File: src/rtl/upsample_2x2.sv
// upsample_2x2 - nearest-neighbour 2x2 upsampler for the CNN decoder path.
//
// Takes a pooled feature map in raster order (12x12 in mode 0, 4x4 in
// mode 1) and emits the 2x expanded map in raster order (24x24 / 8x8).
// Every input pixel is sent twice horizontally while the row is written
// into a line buffer. The row is then replayed once from that buffer.
//
// Ports:
//   clk, rstn          clock, asynchronous active-low reset
//   state              mode select, 0 = 12x12 -> 24x24, 1 = 4x4 -> 8x8
//                      (sampled only at a frame boundary)
//   ivalid/iready/din  input pixel stream (valid/ready)
//   ovalid/oready/dout output pixel stream (valid/ready)
//   frame_done         one-cycle pulse after the last output beat of a frame
module upsample_2x2 #(
  parameter int DATA_W   = 8,
  parameter int MAX_IN_W = 12
) (
  input  logic              clk,
  input  logic              rstn,
  input  logic              state,
  input  logic              ivalid,
  output logic              iready,
  input  logic [DATA_W-1:0] din,
  output logic              ovalid,
  input  logic              oready,
  output logic [DATA_W-1:0] dout,
  output logic              frame_done
);

  localparam int CW = $clog2(MAX_IN_W);

  typedef enum logic {
    ROW_A,
    ROW_B
  } fsm_t;

  fsm_t              fsm;
  logic [CW-1:0]     col;
  logic [CW-1:0]     row;
  logic              dup;
  logic              hold_valid;
  logic              mode;
  logic [DATA_W-1:0] hold;
  logic [DATA_W-1:0] lb [MAX_IN_W];

  logic [CW-1:0]     last_idx;
  logic [CW-1:0]     wr_idx;
  logic              last_col;
  logic              in_xfer;
  logic              out_xfer;

  // Geometry is square, so one index limit serves both col and row.
  // A new pixel may only be taken while the second copy of the held pixel
  // leaves, and never on the last column: that pixel belongs to the next
  // row, which must wait until the replay pass has finished.
  always_comb begin
    last_idx = mode ? CW'(3) : CW'(MAX_IN_W - 1);
    last_col = (col == last_idx);
    iready   = (fsm == ROW_A) && (!hold_valid || (dup && oready && !last_col));
    ovalid   = (fsm == ROW_A) ? hold_valid : 1'b1;
    dout     = (fsm == ROW_A) ? hold : lb[col];
    in_xfer  = ivalid && iready;
    out_xfer = ovalid && oready;
    // With hold occupied, an accepted pixel is the next column's pixel.
    wr_idx   = hold_valid ? (col + CW'(1)) : col;
  end

  // The line buffer needs no reset; each entry is written before it is read.
  always_ff @(posedge clk) begin
    if (in_xfer) begin
      lb[wr_idx] <= din;
    end
  end

  always_ff @(posedge clk or negedge rstn) begin
    if (!rstn) begin
      fsm        <= ROW_A;
      col        <= '0;
      row        <= '0;
      dup        <= 1'b0;
      hold       <= '0;
      hold_valid <= 1'b0;
      frame_done <= 1'b0;
      mode       <= 1'b0;
    end else begin
      frame_done <= 1'b0;

      // Mode can only change while idle at the start of a frame.
      if (fsm == ROW_A && row == '0 && col == '0 && !hold_valid) begin
        mode <= state;
      end

      case (fsm)
        ROW_A: begin
          if (in_xfer) begin
            hold       <= din;
            hold_valid <= 1'b1;
          end
          if (out_xfer) begin
            if (!dup) begin
              dup <= 1'b1;
            end else begin
              dup <= 1'b0;
              if (last_col) begin
                col        <= '0;
                fsm        <= ROW_B;
                hold_valid <= 1'b0;
              end else begin
                col        <= col + CW'(1);
                hold_valid <= in_xfer;
              end
            end
          end
        end

        ROW_B: begin
          if (out_xfer) begin
            if (!dup) begin
              dup <= 1'b1;
            end else begin
              dup <= 1'b0;
              if (last_col) begin
                col <= '0;
                fsm <= ROW_A;
                if (row == last_idx) begin
                  row        <= '0;
                  frame_done <= 1'b1;
                end else begin
                  row <= row + CW'(1);
                end
              end else begin
                col <= col + CW'(1);
              end
            end
          end
        end
      endcase
    end
  end

endmodule

File: config.mk
export PLATFORM = sky130hd
export DESIGN_NAME = upsample_2x2
export DESIGN_NICKNAME = d
export VERILOG_FILES = /design/src/rtl/upsample_2x2.sv
export SDC_FILE = /design/constraint.sdc
export NUM_CORES = 1
export LEC_CHECK = 0
export CAP_MARGIN = 10
export CORE_UTILIZATION = 25
export CTS_BUF_LIST = sky130_fd_sc_hd__clkbuf_4 sky130_fd_sc_hd__clkbuf_8
export CTS_CLUSTER_DIAMETER = 60
export DETAILED_ROUTE_END_ITERATION = 10
export PLACE_DENSITY = 0.51
export SLEW_MARGIN = 20
export SYNTH_ARGS = -nofsm -noshare
export SYNTH_HDL_FRONTEND = slang
export SYNTH_SLANG_ARGS = --single-unit
File: constraint.sdc
create_clock -name clk -period 5.4 [get_ports clk]
set_input_delay 0.54 -clock clk [delete_from_list [all_inputs] [get_ports clk]]
set_output_delay 0.54 -clock clk [all_outputs]
set_load 0.03 [all_outputs]
# --- After elaboration in Yosys (flattened, before gate mapping) ---
# Memories as Yosys holds them, arrays and structs flattened.
# Index checks and enable logic that the tools add are counted.
op_classes:
  n_addsub: 2
  eq_ne: 2
  muxes: 28
  bitwise_logic: 1
  n_reduce_logical: 16
ops:
  columns: ["operator", "count"]
  rows:
  - ["4-bit two-way mux", 6]
  - ["1-bit two-way mux", 20]
  - ["4-bit by 1-bit adder with 4-bit output, second input constant", 2]
  - ["4-bit equality test", 2]
  - ["1-bit logical AND", 8]
  - ["4-bit logical NOT", 2]
  - ["8-bit two-way mux", 1]
  - ["2-bit AND reduction", 2]
  - ["4-bit AND reduction", 1]
  - ["1-bit logical NOT", 2]
  - ["1-bit one-hot mux with 2 select lines", 1]
  - ["1-bit logical OR", 1]
  - ["1-bit NOT", 1]
totals:
  register_bits: 21
  ram_bits: 96
  input_bits: 13
  output_inout_bits: 11
  wordCells: 58
  mem_count: 1
memory_table:
  columns: ["name", "depth", "word_bits", "rd", "rd_ports_with_merged_regs", "write_ports", "line", "rtl"]
  rows:
  - ["lb", 12, 8, 1, 0, 1, "45", "logic [DATA_W-1:0] lb [MAX_IN_W];"]

# --- Logic depth before layout (Yosys ltp) ---
logic_depth:
  ltp_word: 10
  mapped_depth: 7
  depth_no_buf: 5

# --- Worst setup path before layout ---
# No wires, ideal clock.
synth_path:
  path_type: "register to register"
  startpoint: "reg col[0]"
  endpoint: "mem lb[9][0], enable pin"
  setup_time_ns: 0.383
  t_arrival_ns: 2.149
  t_required_ns: 5.017
  path_slack_ns: 2.867
  path_stages_with_launch: 8
  path_buffers: 2
  synth_period_minus_slack_ns: 2.533
  cell_sequence: "dfrtp_1 > buf_4 > buf_4 > inv_1 > ha_1 > nor3b_1 > a21oi_1 > nor3_1"
synth_between:
  elab_chain_cells: 8
  word_cells_on_any_way: 10
  cone_classes: "1 x add/sub; 1 x eq/ne; 3 x mux; 5 x reduce/logical"
synth_lines:
  columns: ["element", "line", "rtl"]
  rows:
  - ["from (decl)", "39", "logic [CW-1:0] col;"]
  - ["from (signal assigned)", "110", "col <= col + CW'(1);"]
  - ["from (signal assigned)", "133", "col <= col + CW'(1);"]
  - ["4-bit equality test", "59", "last_col = (col == last_idx);"]
  - ["1-bit logical NOT", "60", "iready = (fsm == ROW_A) && (!hold_valid || (dup && oready && !last_col));"]
  - ["1-bit logical AND", "60", null]
  - ["1-bit logical OR", "60", null]
  - ["1-bit logical AND", "60", null]
  - ["1-bit logical AND", "63", "in_xfer = ivalid && iready;"]
  - ["1-bit two-way mux", "71", "if (in_xfer) begin"]
  - ["1-bit two-way mux (implied by the code)", "72", "lb[wr_idx] <= din;"]
  - ["to (decl)", "45", null]
# Several ways; a longest one is shown, not always the timed one.

# --- Worst setup path in the final report ---
layout_path:
  startpoint: "reg col[1]"
  endpoint: "out dout[1]"
layout_between:
  elab_chain_cells: 2
layout_lines:
  columns: ["element", "line", "rtl"]
  rows:
  - ["memory 12 x 8 bit", null, null]
  - ["8-bit two-way mux", "62", "dout = (fsm == ROW_A) ? hold : lb[col];"]
  - ["to (decl)", "27", "output logic [DATA_W-1:0] dout,"]
# No other way between the ends.

==> flow_summary.json <==
{
  "grt-ovfl-total": 0,
  "grt_first_pass_wirelength_mm": 17.14,
  "peakVddDrop_v": 0.0003934,
  "setup_viol": 0,
  "slew_headroom_pct": 30.99,
  "synth_top_flop_cell": "edfxtp_1",
  "min_period_ns": 3.819,
  "diodes": 0,
  "detailedPlace.worstSlack_ns": 1.930,
  "grtUsageMet3_pct": 3.199,
  "cts_tree": "done",
  "fp.dieArea_um2": 20620,
  "syn_inst": 342,
  "num_rows": 51,
  "insertion_delay_ns": 0.43,
  "multi_input_area_um2": 1501,
  "clkSinkCount": 117,
  "seqCellArea_um2": 3410,
  "die_h_um": 143.6,
  "drt.antenna.violating_nets": 0,
  "fin_nets": 392,
  "busiest_layer": "met2",
  "start_util_pct": 25.59,
  "cp.required_ns": 4.86,
  "yosys.cell_types.count": 47,
  "core_area_um2": 19590,
  "final_max_slew_viol_count": 0,
  "finalSetupTns_ns": 0,
  "synth.most_common_cell": "edfxtp_1",
  "stdcell_area_um2": 5989,
  "dr.pass1.iters": 4,
  "die_x_um": 143.6,
  "cts_buffers": 17,
  "synth-async-reset-ratio_pct": 17.95,
  "ys_seq_area_share_pct": 67.98,
  "ys_top_cells_by_count": "edfxtp_1 (96), nand2_1 (28), mux2i_1 (22), dfrtp_1 (21), nor2b_1 (18)",
  "synth_area_um2": 5014,
  "cpLargestDelayFamily": "flip-flops",
  "syn_avg_cell_area_um2": 14.66,
  "vias": 2955,
  "cap_violations": 0,
  "reg2reg_slack_ns": 2.07,
  "cp_max_fo": 26,
  "met2_usage_pct": 17.53,
  "leakagePower_nw": 2.002,
  "postCtsHoldBufs": 0,
  "met1_usage_pct": 15.79,
  "hpwlAfterDp_mm": 7.038,
  "synth_edf_count": 96,
  "synth.net_count": 359,
  "yosys.area.top_type": "edfxtp_1",
  "syn_to_final_growth_pct": 19.47,
  "synth_seq_cells": 117,
  "gr-usage-all-layers_pct": 11.56,
  "cts_setup_buffers": 0,
  "path_clk_slew_ns": 0.08,
  "p_per_area_nw_per_um2": 514.5,
  "wirelength_mm": 10.91,
  "whs_ns": 0.08986,
  "gp_congestion": 0.8114,
  "cp-end-kind": "output pin",
  "drive_gt1_share_pct": 17.78,
  "fmax_mhz": 261.8,
  "status": "completed",
  "tightest_slew_ns": 1.035,
  "fill_cells": 1976,
  "path_cells": "inv_1 -> nand2_1 -> a211oi_1 -> o21ai_0 -> clkdlybuf4s50_1",
  "grt_pass1_vias": 2998,
  "via_per_inst": 4.525,
  "hold_viol_final": 0,
  "synthTopCellsByArea": "edfxtp_1 (57%), dfrtp_1 (10%), mux2i_1 (4.4%)",
  "worstSetupPathType": "flop to output pin",
  "first_iter_violations": 170,
  "drc": 0,
  "crit_path_start_kind": "flop",
  "grt_max_degree": 39,
  "worstPathArrival_ns": 3.28,
  "setup_slack_ns": 1.581,
  "crit_slowest_cell": "dfrtp_1",
  "io_pins": 24,
  "numPortBuffers": 23,
  "place_area_um2": 5545,
  "skew_ns": 0.01170,
  "max_stage_delay_ns": 1.03,
  "detail_route.wl_per_cell_um": 16.71,
  "finalCritPeriodShare_pct": 70.73,
  "rsz0062_at_grt": "false",
  "critPathBufInv": 2,
  "dpl.cell_count": 621,
  "ys_warn_count": 0,
  "synth_top_area_share_pct": 57.50,
  "clockBufferDepth": 2,
  "antenna_found_initial": 0,
  "hp-class": "input pin to asynchronous set/reset pin",
  "root_buffer": "clkbuf_8",
  "stdcell_count": 653,
  "cts_htree_levels": 4,
  "post_cts_resized": 0
}
==> sequential cells by signal, indices dropped and copies added, names as in the netlist, 4 cells and up <==
register  count
col           4
lb           96
row           4
hold          8
==> stage by stage <==
stage                     utilization (%)  power (W)
after global routing                30.57   0.003246
after CTS                           30.55   0.003109
after global placement              28.31   0.002198
after detailed placement            28.31   0.002214
final                               30.57   0.003082
after floorplan                         -   0.001898
==> logic make-up after synthesis <==
family,count (synthesis),share of synthesized area [%]
flip-flops,117,67.98
AND/OR/NAND/NOR,103,10.48
AO/OA/AOI/OAI,47,6.140
multiplexers,44,11.43
buffers and inverters,23,2.271
XOR/XNOR,4,0.6987
adder cells (fa/ha/maj),4,0.9983
==> worst paths after layout <==
| check | start | to | cells after the start |
|---|---|---|---|
| max in group asynchronous | rstn | col[0]$_DFFE_PN0P_ | 1 |
| min in group clk | hold[7]$_DFFE_PN0P_ | hold[7]$_DFFE_PN0P_ | 1 |
| hold / removal | rstn | fsm$_DFF_PN0_ | 1 |
| setup / recovery | col[1]$_DFFE_PN0P_ | dout[1] | 5 |
| setup reg to reg | col[1]$_DFFE_PN0P_ | lb[3][0]$_DFFE_PP_ | 5 |
| hold reg to reg | hold[7]$_DFFE_PN0P_ | hold[7]$_DFFE_PN0P_ | 1 |
==> routing by layer <==
metal	vias to the layer above	share of wire (%)	routed length, µm
met5	-	0	0
met4	0	0.82	90
met3	9	4.7	518
met2	71	46	5062
met1	1507	48	5239
li1	1368	-	-
==> where the power goes <==
group / switching [W] / internal [W] / total [W]
clock network: 0.000373 / 0.000513 / 0.000886
registers: 0.000187 / 0.00107 / 0.00126
logic: 0.000520 / 0.000415 / 0.000935
total: 0.00108 / 0.00200 / 0.00308
==> layout by cell type, fill, tap and decap left out, drive strengths merged, types with 2 or more instances in the layout <==
master | Yosys | routed
nand3 | 12 | 12
and2 | 2 | 2
nor2b | 18 | 18
clkdlybuf4s50 | 0 | 22
xnor2 | 4 | 4
mux2i | 22 | 22
clkinvlp | 0 | 2
o22ai | 3 | 3
buf | 10 | 9
ha | 4 | 4
nand2 | 28 | 28
clkinv | 0 | 4
dfrtp | 21 | 21
o21ai | 13 | 13
nor3b | 2 | 2
clkbuf | 7 | 18
mux2 | 13 | 13
a21oi | 11 | 11
edfxtp | 96 | 96
mux4 | 9 | 9
bufinv | 0 | 4
inv | 6 | 10
nand2b | 2 | 2
nand4 | 8 | 8
nor2 | 14 | 14
a211oi | 8 | 8
nor3 | 12 | 12
==> final cells by class <==
type                       count  share of cell area (%)
multi-input combinational    202                   25.07
sequential                   117                   56.93
clock buffer                  18                   4.032
timing repair buffer          31                   4.763
inverter                       6                  0.3760
clock inverter                14                   3.301
tap                          265                   5.536
No activity file was read; power rests on OpenSTA's default activity.
